## src/rtl/mult_issue_q.sv

```systemverilog
// Operand-pair issue queue in front of a multi-cycle multiplier: FIFO of (mcand, mplier), one op in flight, single result slot.
// Optional feature: define MULT_IQ_ZERO_SKIP_EN to bypass the multiplier when either operand is zero.
module mult_issue_q #(
    parameter int DEPTH = 4
) (
    input  logic                     clock,
    input  logic                     reset,
    input  logic                     in_valid,
    output logic                     in_ready,
    input  logic [63:0]              in_mcand,
    input  logic [63:0]              in_mplier,
    output logic                     mult_start,
    output logic [63:0]              mult_mcand,
    output logic [63:0]              mult_mplier,
    input  logic                     mult_done,
    input  logic [63:0]              mult_product,
    output logic                     out_valid,
    input  logic                     out_ready,
    output logic [63:0]              out_product,
    output logic [$clog2(DEPTH):0]   count
);
    localparam int PW = $clog2(DEPTH);

    typedef enum logic [2:0] {
        IDLE      = 3'd0,
        ISSUE     = 3'd1,
        WAIT      = 3'd2,
        SKIP_WAIT = 3'd3,
        DONE_HOLD = 3'd4
    } state_t;

    state_t          state_q;
    logic [PW-1:0]   wr_ptr_q, rd_ptr_q;
    logic [PW:0]     count_q, count_d;
    logic            first_q;
    logic            start_q, valid_q;
    logic [63:0]     mcand_q, mplier_q, product_q;
    logic [63:0]     mcand_mem  [DEPTH];
    logic [63:0]     mplier_mem [DEPTH];

    logic push, pop, head_zero;

    assign in_ready  = (count_q < (PW+1)'(DEPTH));
    assign push      = in_valid && in_ready;
    // Pop only when the result slot is free: strictly one op in flight.
    assign pop       = (state_q == IDLE) && (count_q != '0) && !valid_q;
    assign head_zero = (mcand_mem[rd_ptr_q] == 64'd0) || (mplier_mem[rd_ptr_q] == 64'd0);
    assign count_d   = count_q + {{PW{1'b0}}, push} - {{PW{1'b0}}, pop};

    assign mult_start  = start_q;
    assign mult_mcand  = mcand_q;
    assign mult_mplier = mplier_q;
    assign out_valid   = valid_q;
    assign out_product = product_q;
    assign count       = count_q;

    always_ff @(posedge clock) begin
        if (push) begin
            mcand_mem[wr_ptr_q]  <= in_mcand;
            mplier_mem[wr_ptr_q] <= in_mplier;
        end
    end

    always_ff @(posedge clock or negedge reset) begin
        if (!reset) begin
            wr_ptr_q <= '0;
            rd_ptr_q <= '0;
            count_q  <= '0;
        end else begin
            count_q <= count_d;
            if (push) wr_ptr_q <= wr_ptr_q + 1'b1;
            if (pop)  rd_ptr_q <= rd_ptr_q + 1'b1;
        end
    end

    always_ff @(posedge clock or negedge reset) begin
        if (!reset) begin
            state_q   <= IDLE;
            first_q   <= 1'b0;
            start_q   <= 1'b0;
            valid_q   <= 1'b0;
            mcand_q   <= '0;
            mplier_q  <= '0;
            product_q <= '0;
        end else begin
            case (state_q)
                IDLE: begin
                    if (pop) begin
`ifdef MULT_IQ_ZERO_SKIP_EN
                        if (head_zero) begin
                            state_q <= SKIP_WAIT;
                        end else begin
                            mcand_q  <= mcand_mem[rd_ptr_q];
                            mplier_q <= mplier_mem[rd_ptr_q];
                            start_q  <= 1'b1;
                            state_q  <= ISSUE;
                        end
`else
                        mcand_q  <= mcand_mem[rd_ptr_q];
                        mplier_q <= mplier_mem[rd_ptr_q];
                        start_q  <= 1'b1;
                        state_q  <= ISSUE;
`endif
                    end
                end
                ISSUE: begin
                    start_q <= 1'b0;
                    first_q <= 1'b1;
                    state_q <= WAIT;
                end
                WAIT: begin
                    // First WAIT cycle may still see done from the previous op.
                    first_q <= 1'b0;
                    if (!first_q && mult_done) begin
                        product_q <= mult_product;
                        valid_q   <= 1'b1;
                        state_q   <= DONE_HOLD;
                    end
                end
`ifdef MULT_IQ_ZERO_SKIP_EN
                SKIP_WAIT: begin
                    product_q <= 64'd0;
                    valid_q   <= 1'b1;
                    state_q   <= DONE_HOLD;
                end
`endif
                DONE_HOLD: begin
                    if (out_ready) begin
                        valid_q <= 1'b0;
                        state_q <= IDLE;
                    end
                end
                default: state_q <= IDLE;
            endcase
        end
    end

    logic unused_ok;
    assign unused_ok = head_zero;
endmodule

```

## config.mk

```make
export PLATFORM = sky130hd
export DESIGN_NAME = mult_issue_q
export DESIGN_NICKNAME = d
export VERILOG_FILES = /design/src/rtl/mult_issue_q.sv
export SDC_FILE = /design/constraint.sdc
export NUM_CORES = 1
export LEC_CHECK = 0
export BUFFER_PORTS_ARGS = -buffer_cell sky130_fd_sc_hd__buf_2
export CAP_MARGIN = 20
export CORE_ASPECT_RATIO = 0.7
export CORE_UTILIZATION = 55
export DETAILED_ROUTE_END_ITERATION = 8
export PLACE_DENSITY = 0.83
export SYNTH_ARGS = -nofsm -noshare
export SYNTH_HDL_FRONTEND = slang
export SYNTH_SLANG_ARGS = --single-unit
export TNS_END_PERCENT = 20
```

## constraint.sdc

```tcl
create_clock -name clock -period 9.4 [get_ports clock]
set_clock_uncertainty 0.15 [all_clocks]
set_input_delay 0 -clock clock [delete_from_list [all_inputs] [get_ports clock]]
set_output_delay 0 -clock clock [all_outputs]
set_load 0.01 [all_outputs]
```

==> flow_metrics.env <==
export IMPL_hp_class="primary input to flip-flop"
export IMPL_start_kind="flip-flop"
export IMPL_drive_gt1_frac=0.430
export IMPL_p_per_area_mw_per_mm2=301
export IMPL_coreArea_mm2=0.0469
export IMPL_cts_root_buf="clkbuf_16"
export IMPL_synth_edf_count=512
export IMPL_dp_hpwl_mm=32.0
export IMPL_clkTransAtPathRegs_ns=0.07
export IMPL_synthCells=1138
export IMPL_place_gp_congestion=0.729
export IMPL_report_final_slew_viol_count=0
export IMPL_cp_arrival_ns=3.47
export IMPL_ant_nets=0
export IMPL_drv_cap=0
export IMPL_die_area_mm2=0.0489
export IMPL_yosysTopAreaCell="edfxtp_1"
export IMPL_hold_violations=0
export IMPL_post_synth_top_count_cell="edfxtp_1"
export IMPL_start_util=0.563
export IMPL_outcome="completed"
export IMPL_areaGrowthSynthToFinish_pct=30.3
export IMPL_first_global_vias=15466
export IMPL_grt_overflow=0
export IMPL_timing_fmax_ghz=0.293
export IMPL_clk_latency_ns=0.61
export IMPL_numCtsBuffers=61
export IMPL_syn_cell_area_mm2=0.0264
export IMPL_grtUsageTotal=0.256
export IMPL_critPathKind="flip-flop to flip-flop"
export IMPL_first_pass_iters=5
export IMPL_peakVddDrop_v=0.000193
export IMPL_slew_limit_headroom=0.298
export IMPL_clockBufferDepth=3
export IMPL_cts_tree="done"
export IMPL_vias=14277
export IMPL_antenna_found_initial=10
export IMPL_setup_tns_ns=0
export IMPL_synth_cell_types=33
export IMPL_syn_area_per_cell_um2=23.2
export IMPL_yosys_top_cells_area="edfxtp_1 (58%), dfrtp_1 (19%), mux4_2 (11%)"
export IMPL_cts_sink_count=717
export IMPL_htreeDepth=2
export IMPL_dp_worst_setup_slack_ns=5.96
export IMPL_crit_required_ns=9.45
export IMPL_synthDominantCellAreaShare=0.583
export IMPL_route_detailed_wl_per_inst_um=24.4
export IMPL_rows=66
export IMPL_synth_ff_type="edfxtp_1"
export IMPL_io_pins=395
export IMPL_drt_total_wl_mm=62.6
export IMPL_setup_slack_ns=5.98
export IMPL_grt_max_degree=105
export IMPL_cp_max_fo=65
export IMPL_yosysSeqAreaShare=0.777
export IMPL_yosysWarnings=0
export IMPL_layout_cells_non_filler=2565
export IMPL_drt_iter0_markers=1206
export IMPL_die_w_um=264
export IMPL_total_power_mw=10.4
export IMPL_tightest_slew_ns=1.05
export IMPL_vias_per_cell=5.57
export IMPL_syn_nets=1342
export IMPL_nets=2093
export IMPL_route_detailed_drc=0
export IMPL_worst_hold_slack_ns=0.0176
export IMPL_ys_async_sr_fraction=0.286
export IMPL_io_buffers=394
export IMPL_p_leak_nw=12.9
export IMPL_die_y_um=185
export IMPL_setup_violations_final=0
export IMPL_period_minus_slack_ns=3.42
export IMPL_synth_common_cells="edfxtp_1 (512), dfrtp_1 (205), mux2_2 (183)"
export IMPL_postCtsSetupRepairBufs=0
export IMPL_synth_seq_cells=717
export IMPL_dp_cells=2109
export IMPL_fin_crit_sh=0.363
export IMPL_rsz0062_at_grt="false"
export IMPL_end_kind="flip-flop"
export IMPL_grt_pass1_wl_mm=92.7
-- worst max-delay path: stages (launching register included) --
cell     delay (ns)
dfrtp_1        0.43
nor2b_1        0.47
and2_4         0.92
buf_4          0.90
-- what timing repair did --
action / 4_1_cts / 5_1_grt
endpoints found under the hold margin: 685 / 4
hold buffers: 326 / 1
endpoints found under the setup margin: 0 / 0
resized for setup: 0 / 0
-- final timing paths --
kind	from	to	slack, ns	cells after the start
max reg2reg	count[2]$_DFF_PN0_	mplier_mem[1][61]$_DFFE_PP_	5.98	3
min in group asynchronous	reset	mult_mplier[40]$_DFFE_PN0P_	0.40	4
max	count[2]$_DFF_PN0_	mplier_mem[1][61]$_DFFE_PP_	5.98	3
max in group asynchronous	reset	rd_ptr_q[1]$_DFFE_PN0P_	7.86	5
min	in_mplier[62]	mplier_mem[3][62]$_DFFE_PP_	0.02	2
min reg2reg	mult_mplier[21]$_DFFE_PN0P_	mult_mplier[21]$_DFFE_PN0P_	0.34	1
-- layout make-up --
type	instances	area (um^2)
multi-input cells	362	5400
flip-flops and latches	717	20500
inverters	7	26.3
clock buffers	95	1900
diodes	11	27.5
fillers	2617	12500
repair buffers	740	5460
well taps	612	766
clock inverters	21	289
-- cells in the final DEF, fill, tap and decap left out, types with 3 or more instances in the layout --
cell	count
mux2_1	9
nor2_1	3
inv_1	7
and2_4	4
dlygate4sd3_1	326
buf_16	3
buf_4	17
clkinvlp_4	3
mux4_2	128
mux2_2	183
xnor2_1	4
edfxtp_1	512
diode_2	11
dfrtp_1	203
a21oi_1	3
clkinv_2	6
clkbuf_16	64
o21ai_0	3
clkbuf_8	18
ha_1	6
nand2_1	3
buf_2	393
bufinv_16	5
clkbuf_1	12
clkinv_1	3
-- metal layers --
metal	vias to the layer above	routed length, um	global-route usage
li1	6111	-	-
met1	7523	24000	0.321
met2	509	32900	0.443
met3	128	3870	0.0597
met4	6	1830	0.0874
met5	-	31	0
-- where the power goes --
group | total, mW | leakage [nW] | switching, mW | internal [mW]
registers | 4.68 | 7.09 | 0.473 | 4.20
clock network | 2.68 | 1.07 | 1.14 | 1.54
logic | 3.00 | 4.78 | 1.46 | 1.54
-- registers in the layout, summed over array words and instances, names as in the netlist --
register     cells
state_q          3
mult_mcand      64
rd_ptr_q         2
mult_mplier     64
out_valid        1
count            3
wr_ptr_q         2
mplier_mem     256
first_q          1
mult_start       1
out_product     64
mcand_mem      256
-- cell families (layout without fill, tap and decap cells) --
kind of cell	after synthesis	after routing	synth area share
AO/OA/AOI/OAI	10	10	0.00247
AND/OR/NAND/NOR	20	20	0.00522
adder cells (fa/ha/maj)	7	7	0.00360
buffers and inverters	59	863	0.0189
flip-flops	717	717	0.777
other	0	11	0
XOR/XNOR	5	5	0.00166
multiplexers	320	320	0.191
-- stage by stage --
step | instance area (um^2) | util
finish | 34400 | 0.733
global route | 34400 | 0.733
CTS | 34300 | 0.731
detailed placement | 28800 | 0.614
global placement | 28800 | 0.614
floorplan | 26400 | -
No activity file was read; power rests on OpenSTA's default activity.
